==> src/rtl/cdm_pkg.sv <==
// Shared helpers for the carry-disregard multiplier: result width, pipeline latency
// and the partial-product column index.
package cdm_pkg;

  localparam int LATENCY = 3;

  function automatic int rw(input int width);
    return 2 * width + 1;
  endfunction

  // Partial product a[j] & b[i] carries weight 2^(i+j).
  function automatic int col_idx(input int i, input int j);
    return i + j;
  endfunction

endpackage

==> src/rtl/cdm_col_reduce.sv <==
// Combinational column reduction: columns below k are OR-reduced into a low field,
// columns at or above k are summed exactly into two half-sums split by multiplier row.
module cdm_col_reduce
  import cdm_pkg::*;
#(
  parameter int WIDTH = 8,
  parameter int KW    = 4
) (
  input  logic [WIDTH-1:0]     a,
  input  logic [WIDTH-1:0]     b,
  input  logic [KW-1:0]        k,
  output logic [rw(WIDTH)-1:0] low,
  output logic [rw(WIDTH)-1:0] hi0,
  output logic [rw(WIDTH)-1:0] hi1
);

  localparam int RW = rw(WIDTH);

  // Splitting the high field by row halves the adder depth feeding S2.
  always_comb begin
    low = '0;
    hi0 = '0;
    hi1 = '0;
    for (int i = 0; i < WIDTH; i++) begin
      for (int j = 0; j < WIDTH; j++) begin
        if (a[j] & b[i]) begin
          if (col_idx(i, j) < int'(k)) begin
            low = low | (RW'(1) << col_idx(i, j));
          end else if (i < WIDTH / 2) begin
            hi0 = hi0 + (RW'(1) << col_idx(i, j));
          end else begin
            hi1 = hi1 + (RW'(1) << col_idx(i, j));
          end
        end
      end
    end
  end

endmodule

==> src/rtl/carry_disregard_mult_pipe.sv <==
// Three-stage carry-disregard approximate unsigned multiplier with valid/ready and global stall.
// Optional error statistics (out_err, err_cnt) are built when CDM_ERR_STAT_EN is defined.
module carry_disregard_mult_pipe
  import cdm_pkg::*;
#(
  parameter int WIDTH       = 8,
  parameter int APPROX_COLS = 8
) (
  input  logic                 clk,
  input  logic                 rst,
  input  logic                 in_valid,
  output logic                 in_ready,
  input  logic [WIDTH-1:0]     in_a,
  input  logic [WIDTH-1:0]     in_b,
  input  logic                 in_approx,
  output logic                 out_valid,
  input  logic                 out_ready,
  output logic [rw(WIDTH)-1:0] out_r
`ifdef CDM_ERR_STAT_EN
  ,
  output logic [rw(WIDTH)-1:0] out_err,
  output logic [31:0]          err_cnt
`endif
);

  localparam int RW = rw(WIDTH);
  localparam int KW = $clog2(2 * WIDTH);

  logic          stall;
  logic          advance;
  logic          vld_p1, vld_p2, vld_p3;
  logic [WIDTH-1:0] a_p1, b_p1;
  logic          approx_p1;
  logic [KW-1:0] k_p1;
  logic [RW-1:0] low_c, hi0_c, hi1_c;
  logic [RW-1:0] low_p2, hi0_p2, hi1_p2;
  logic [RW-1:0] sum_p2;
  logic [RW-1:0] r_p3;

  // A held result freezes every stage; bubbles are kept in place.
  assign stall     = vld_p3 & ~out_ready;
  assign advance   = ~stall;
  assign in_ready  = rst | ~stall;
  assign out_valid = vld_p3;
  assign out_r     = r_p3;

  always_ff @(posedge clk) begin
    if (rst) begin
      vld_p1 <= 1'b0;
      vld_p2 <= 1'b0;
      vld_p3 <= 1'b0;
    end else if (advance) begin
      vld_p1 <= in_valid;
      vld_p2 <= vld_p1;
      vld_p3 <= vld_p2;
    end
  end

  // ---- S1: operand capture ----
  always_ff @(posedge clk) begin
    if (advance) begin
      a_p1      <= in_a;
      b_p1      <= in_b;
      approx_p1 <= in_approx;
    end
  end

  // ---- S2: column reduction, exact-mode beats use k = 0 ----
  assign k_p1 = approx_p1 ? KW'(APPROX_COLS) : '0;

  cdm_col_reduce #(
    .WIDTH(WIDTH),
    .KW   (KW)
  ) u_col_reduce (
    .a  (a_p1),
    .b  (b_p1),
    .k  (k_p1),
    .low(low_c),
    .hi0(hi0_c),
    .hi1(hi1_c)
  );

  always_ff @(posedge clk) begin
    if (advance) begin
      low_p2 <= low_c;
      hi0_p2 <= hi0_c;
      hi1_p2 <= hi1_c;
    end
  end

  // ---- S3: final add; low field and high field never overlap in bit position ----
  assign sum_p2 = low_p2 + hi0_p2 + hi1_p2;

  always_ff @(posedge clk) begin
    if (rst) begin
      r_p3 <= '0;
    end else if (advance) begin
      r_p3 <= sum_p2;
    end
  end

`ifdef CDM_ERR_STAT_EN
  logic [RW-1:0] exact_p2;
  logic [RW-1:0] err_p3;
  logic [31:0]   cnt_p3;

  function automatic logic [31:0] sat_inc(input logic [31:0] v);
    return (v == 32'hFFFF_FFFF) ? v : v + 32'd1;
  endfunction

  always_ff @(posedge clk) begin
    if (advance) begin
      exact_p2 <= RW'(a_p1) * RW'(b_p1);
    end
  end

  always_ff @(posedge clk) begin
    if (rst) begin
      err_p3 <= '0;
      cnt_p3 <= '0;
    end else begin
      if (advance) begin
        err_p3 <= exact_p2 - sum_p2;
      end
      if (vld_p3 & out_ready & (|err_p3)) begin
        cnt_p3 <= sat_inc(cnt_p3);
      end
    end
  end

  assign out_err = err_p3;
  assign err_cnt = cnt_p3;
`endif

endmodule
==> config.mk <==
export PLATFORM = sky130hd
export DESIGN_NAME = carry_disregard_mult_pipe
export DESIGN_NICKNAME = d
export VERILOG_FILES = /design/src/rtl/cdm_pkg.sv /design/src/rtl/cdm_col_reduce.sv /design/src/rtl/carry_disregard_mult_pipe.sv
export SDC_FILE = /design/constraint.sdc
export NUM_CORES = 1
export LEC_CHECK = 0
export CELL_PAD_IN_SITES_DETAIL_PLACEMENT = 1
export CELL_PAD_IN_SITES_GLOBAL_PLACEMENT = 2
export CORE_MARGIN = 2
export CORE_UTILIZATION = 39
export DETAILED_ROUTE_END_ITERATION = 8
export PLACE_DENSITY_LB_ADDON = 0.1
export SLEW_MARGIN = 20
export SYNTH_ARGS = -nofsm -noshare
export SYNTH_HDL_FRONTEND = slang
export SYNTH_SLANG_ARGS = --single-unit
==> constraint.sdc <==
create_clock -name clk -period 17.25 [get_ports clk]
set_input_delay 5.175 -clock clk [delete_from_list [all_inputs] [get_ports clk]]
set_output_delay 5.175 -clock clk [all_outputs]
set_load 0.01 [all_outputs]
Yosys cells after proc, flatten, opt, wreduce, memory -nomap -nowiden
Cells that the tools add are included.

word-level totals
  bits in registers = 88
  input bits = 21
  output and inout port bits = 19
  logic and storage cells = 414

cells by class
  $add $sub $neg = 64
  order comparisons = 15
  multiplexer cells = 257
  bitwise logic cells = 68

operator list
  kind                                                               count
  17-bit two-way mux                                                 125
  17-bit by 8-bit adder with 17-bit output (second input constant)   8
  8-bit two-way mux                                                  16
  9-bit two-way mux                                                  14
  10-bit two-way mux                                                 12
  17-bit by 7-bit adder with 17-bit output (second input constant)   7
  17-bit by 9-bit adder with 17-bit output (second input constant)   7
  11-bit two-way mux                                                 10
  17-bit by 10-bit adder with 17-bit output (second input constant)  6
  17-bit by 6-bit adder with 17-bit output (second input constant)   6
  7-bit two-way mux                                                  14
  12-bit two-way mux                                                 8
  17-bit by 11-bit adder with 17-bit output (second input constant)  5
  13-bit two-way mux                                                 6
  6-bit two-way mux                                                  12
  17-bit by 12-bit adder with 17-bit output (second input constant)  4
  17-bit by 4-bit adder with 17-bit output (second input constant)   4
  17-bit by 5-bit adder with 17-bit output (second input constant)   4
  1-bit bitwise AND                                                  65
  14-bit two-way mux                                                 4
  5-bit two-way mux                                                  11
  17-bit by 13-bit adder with 17-bit output (second input constant)  3
  17-bit by 3-bit adder with 17-bit output (second input constant)   3
  4-bit two-way mux                                                  9
  15 further kinds                                                   41

Logic depth before layout (Yosys ltp)
  depth in word-level cells = 130
  depth in mapped cells = 72
  gate-level depth less buffers = 69

Hierarchy
From an unflattened synthesis, not the netlist that was laid out.

unflattened totals
  cell total of the unflattened synthesis = 1583
  area, all modules = 12976.2 sq um

modules (own cells, without submodules)
  module                     instances  cells an instance  area an instance (sq um)  seq. area each (sq um)
  cdm_col_reduce             1          1313               9102.5                    0.0
  carry_disregard_mult_pipe  1          270                3873.7                    2442.3

Worst setup path after synthesis
No wires, ideal clock.

  path kind = flip-flop to flip-flop
  from = register approx_p1
  to = register hi1_p2[16] (data pin)
  setup time = 0.264 ns
  arrival time = 13.195 ns
  data required time = 16.986 ns
  slack = 3.791 ns
  stages on the path, launching flop included = 70
  path buffers = 3
  period minus slack after synthesis = 13.459 ns
  path through = edfxtp_1 buf_4 nor2b_1 clkbuf_1 inv_1 nor2_1 ha_1 nand3_1 xnor2_1 nor2_1 clkbuf_1 ha_1 xor2_1 o21ai_0 nand2_1 ha_1 nand4b_1 a31o_2 [... 34 more ...] xor2_1 or3_1 nand2_1 xnor2_1 inv_1 ha_1 and2_1 nand2_1 xor2_1 ha_1 nand3_1 nor3b_1 nor2_1 o22ai_1 xor2_1 xnor2_1 xnor2_1 xnor2_1

between the ends
  cells in the longest elaborated chain, start to end = 97
  elaborated cells between the ends (all ways) = 107
  classes of those cells = add/sub: 31; order compare: 11; mux: 65

RTL lines
  item                                           line                             text
  from (decl)                                    carry_disregard_mult_pipe.sv:33  logic approx_p1;
  from (signal assigned)                         carry_disregard_mult_pipe.sv:64  approx_p1 <= in_approx;
  4-bit two-way mux *                            carry_disregard_mult_pipe.sv:69  assign k_p1 = approx_p1 ? KW'(APPROX_COLS) : '0;
  3-bit by 4-bit < comparator with 1-bit output  cdm_col_reduce.sv:27             if (col_idx(i, j) < int'(k)) begin
  5-bit two-way mux                              cdm_col_reduce.sv:27
  17-bit two-way mux                             cdm_col_reduce.sv:26             if (a[j] & b[i]) begin
  17-bit by 6-bit adder with 17-bit output       cdm_col_reduce.sv:32             hi1 = hi1 + (RW'(1) << col_idx(i, j));
  17-bit two-way mux                             cdm_col_reduce.sv:27
  17-bit two-way mux                             cdm_col_reduce.sv:26
  17-bit by 7-bit adder with 17-bit output       cdm_col_reduce.sv:32
  [... 82 more ...]                              n/a
  17-bit two-way mux                             cdm_col_reduce.sv:26
  17-bit by 14-bit adder with 17-bit output      cdm_col_reduce.sv:32
  17-bit two-way mux                             cdm_col_reduce.sv:27
  17-bit two-way mux                             cdm_col_reduce.sv:26
  17-bit by 15-bit adder with 17-bit output      cdm_col_reduce.sv:32
  17-bit two-way mux                             cdm_col_reduce.sv:27
  17-bit two-way mux *                           cdm_col_reduce.sv:26
  net hi1_c[16]                                  carry_disregard_mult_pipe.sv:35  logic [RW-1:0] low_c, hi0_c, hi1_c;
  to (signal assigned)                           carry_disregard_mult_pipe.sv:87  hi1_p2 <= hi1_c;
  to (decl)                                      carry_disregard_mult_pipe.sv:36  logic [RW-1:0] low_p2, hi0_p2, hi1_p2;

The timed path passes the listed nets; every way through them passes the cells marked *.
A chain may end at the register's enable or synchronous reset.

Worst setup path in the final report
  from = register b_p1[0]
  to = register hi0_p2[14] (data pin)

between the ends
  cells in the longest elaborated chain, start to end = 95
  elaborated cells between the ends (all ways) = 102
  classes of those cells = add/sub: 31; mux: 63; bitwise: 8

RTL lines
  item                                       line                             text
  from (decl)                                carry_disregard_mult_pipe.sv:32  logic [WIDTH-1:0] a_p1, b_p1;
  from (signal assigned)                     carry_disregard_mult_pipe.sv:63  b_p1 <= in_b;
  1-bit bitwise AND                          cdm_col_reduce.sv:26
  1-bit two-way mux                          cdm_col_reduce.sv:26
  1-bit by 2-bit adder with 3-bit output     cdm_col_reduce.sv:30             hi0 = hi0 + (RW'(1) << col_idx(i, j));
  17-bit two-way mux                         cdm_col_reduce.sv:27
  17-bit two-way mux                         cdm_col_reduce.sv:26
  17-bit by 3-bit adder with 17-bit output   cdm_col_reduce.sv:30
  17-bit two-way mux                         cdm_col_reduce.sv:27
  17-bit two-way mux                         cdm_col_reduce.sv:26
  [... 80 more ...]                          n/a
  17-bit two-way mux *                       cdm_col_reduce.sv:26
  17-bit by 10-bit adder with 17-bit output  cdm_col_reduce.sv:30
  17-bit two-way mux                         cdm_col_reduce.sv:27
  17-bit two-way mux *                       cdm_col_reduce.sv:26
  17-bit by 11-bit adder with 17-bit output  cdm_col_reduce.sv:30
  17-bit two-way mux                         cdm_col_reduce.sv:27
  17-bit two-way mux *                       cdm_col_reduce.sv:26
  net hi0_c[14]                              carry_disregard_mult_pipe.sv:35
  to (signal assigned)                       carry_disregard_mult_pipe.sv:86  hi0_p2 <= hi0_c;
  to (decl)                                  carry_disregard_mult_pipe.sv:36

Marked as above.

==> impl_metrics.json <==
{
  "status": "complete, no violations",
  "path_max_fanout": 18,
  "clk_pin_slew_ns": 0.07,
  "grtUsageTotal_pct": 23.93,
  "drc": 0,
  "via_per_inst": 6.026,
  "ys_types": 123,
  "cp_common_cell": "ha_1",
  "crit_slowest_cell": "edfxtp_1",
  "async_flop_share_pct": 0,
  "synthTopCellsByArea": "edfxtp_1 (12%), xnor2_1 (8.0%), ha_1 (7.0%)",
  "grt_pass1_wl_um": 70150,
  "start_util_pct": 39.78,
  "area_delta_synth_final_pct": 7.963,
  "ys_warn_count": 0,
  "grt_use_met1_pct": 32.05,
  "setup_viol": 0,
  "netlist_area_um2": 13370,
  "hold_violations": 0,
  "dr.pass1.iters": 5,
  "hold_slack_ns": 0.4535,
  "insertion_delay_ns": 0.37,
  "cts_made_buffers": 9,
  "drtIter0Drc": 549,
  "cts_sinks": 75,
  "peakVddDrop_mv": 0.04909,
  "dieArea_um2": 35780,
  "crit_required_ns": 17.36,
  "fin_ws_ns": 1.816,
  "routed_wl_um": 41790,
  "startpoint_type": "register",
  "antenna_found_initial": 0,
  "grt_pass1_vias": 13440,
  "pre_cts_ws_ns": 0.9106,
  "met3_usage_pct": 2.873,
  "io_pins": 40,
  "cts_tree": "built",
  "grt_max_degree": 77,
  "cp_slowest_stage_delay_ns": 0.73,
  "powerDensity_nw_per_um2": 68.39,
  "min_to": "out_r[13]",
  "synth-seq-cells": 75,
  "drive_above_1_share_pct": 9.245,
  "syn-mean-instance-area_um2": 7.783,
  "hold_path.class": "register to register",
  "synthFlopType": "edfxtp_1",
  "post-dp-hpwl_um": 32310,
  "grt.busiest_layer": "met2",
  "synth.most_common_cell": "nand2_1",
  "ys_seq_area_share_pct": 15.35,
  "end_kind": "register",
  "die_w_um": 189.2,
  "timing.fmax_mhz": 64.79,
  "num_vias": 13000,
  "wl_per_cell_um": 19.38,
  "r2r_slack_ns": 1.82,
  "reg2reg_depth": 63,
  "cts_root_buf": "clkbuf_16",
  "synth-edff-count": 55,
  "met2_usage_pct": 41.19,
  "gp_congestion": 0.8313,
  "synth_common_cells": "nand2_1 (209), nor2_1 (123), xnor2_1 (122)",
  "nets": 1805,
  "skew_ns": 0.01692,
  "ant_nets": 0,
  "maxSlewViolCount": 0,
  "port_buffers": 39,
  "synth_nets": 1819,
  "period_share_pct": 89.47,
  "diodes": 0,
  "clockBufferDepth": 2,
  "relSlewSlack_pct": 31.52,
  "arrival_ns": 15.54,
  "layout_min_cycle_time_ns": 15.43,
  "h-tree-depth": 3,
  "yosysTopAreaCell": "edfxtp_1",
  "timing.rr.start": "b_p1[0]",
  "min_path_cells": 2,
  "hp-start": "out_r[13]",
  "die_h_um": 189.2,
  "syn_inst": 1718,
  "max_cap_violations": 0,
  "core-area_um2": 33620,
  "yosysTopAreaCellShare_pct": 12.35,
  "num_rows": 67,
  "criticalPathCategory": "register to register",
  "finalSetupTns_ns": 0,
  "worst_pin_slew_ns": 1.027,
  "grt_overflow_total": 0,
  "r2r_end": "hi0_p2[14]",
  "p_leak_nw": 5.439,
  "rsz0062_at_grt": "no"
}
layout by cell type (no fill, tap or decap), drive strengths merged, types with 31 or more instances in the layout:
cell type	count
a211oi	31
a21oi	88
and2	39
and3	38
clkdlybuf4s50	39
edfxtp	55
ha	75
inv	50
mux2i	31
nand2	210
nand3	80
nand4	31
nor2	126
nor3	76
nor4	31
o21ai	62
xnor2	129
xor2	57
worst max-delay path by stage:
stage,startpoint,endpoint,slack [ns],depth (start not counted)
2_1_floorplan,approx_p1,hi1_p2[16],3.79,69
3_3_place_gp,approx_p1,hi1_p2[16],1.58,67
3_5_place_dp,approx_p1,hi1_p2[16],0.91,67
4_1_cts,approx_p1,hi1_p2[16],0.82,67
5_1_grt,a_p1[1],hi1_p2[16],0.20,67
6_report,b_p1[0],hi0_p2[14],1.82,63
what timing repair did:
item                                    4_1_cts  5_1_grt
gates resized for setup                       0        4
endpoints found under the setup margin        0        1
setup buffers                                 0        1
hold buffers                                  0        0
cells by family (layout without fill, tap and decap cells):
| family | Yosys count | after routing | synth area share (%) |
|---|---|---|---|
| multiplexers | 54 | 54 | 4.398 |
| flip-flops | 75 | 75 | 15.35 |
| buffers and inverters | 130 | 121 | 4.005 |
| other | 1 | 1 | 0.02804 |
| AO/OA/AOI/OAI | 415 | 415 | 23.27 |
| XOR/XNOR | 195 | 195 | 14.35 |
| adder cells (fa/ha/maj) | 80 | 80 | 7.766 |
| AND/OR/NAND/NOR | 768 | 768 | 30.83 |
routing by layer:
layer	part of all wire [%]	wire (µm)
met1	49	20480
met2	47	19720
met3	2.5	1025
met4	1.3	563
met5	0	0
worst max-delay path: cells and delay by family (launching register included):
family          cells  cell delay, ns
flops               1            0.73
xor+xnor            5            1.11
compound gates     13            4.42
fa+ha+maj          12            2.88
simple gates       27            4.89
buf+inv             3            0.20
mux                 3            0.91
metrics by stage:
step	power, mW	util [%]	area (µm²)	cells
2_1_floorplan	0.6411	-	13370	1718
3_3_place_gp	0.7660	41.95	14100	2140
3_5_place_dp	0.7843	41.95	14100	2140
4_1_cts	1.000	42.87	14410	2156
5_1_grt	1.072	42.94	14440	2157
6_report	0.9873	42.94	14440	2157
layout make-up:
| cell class | count | area [µm²] |
|---|---|---|
| Fill cell | 4138 | 19180 |
| Tap cell | 448 | 560.5 |
| Clock inverter | 7 | 82.58 |
| Sequential cell | 75 | 2052 |
| Clock buffer | 9 | 225.2 |
| Inverter | 47 | 177.7 |
| Timing Repair Buffer | 58 | 533.0 |
| Multi-Input combinational cell | 1513 | 10810 |
power by group:
part / internal, mW / switching, mW / total, mW / leakage, nW
logic: 0.218 / 0.303 / 0.521 / 4.52
clock network: 0.115 / 0.0940 / 0.209 / 0.153
registers: 0.235 / 0.0233 / 0.258 / 0.771
sequential cells by signal, summed over array words and instances, names as in the netlist, 8 cells and up:
name,count
low_p2,8
hi1_p2,13
a_p1,8
out_r,17
b_p1,8
hi0_p2,17
(Power assumes the default switching activity.)
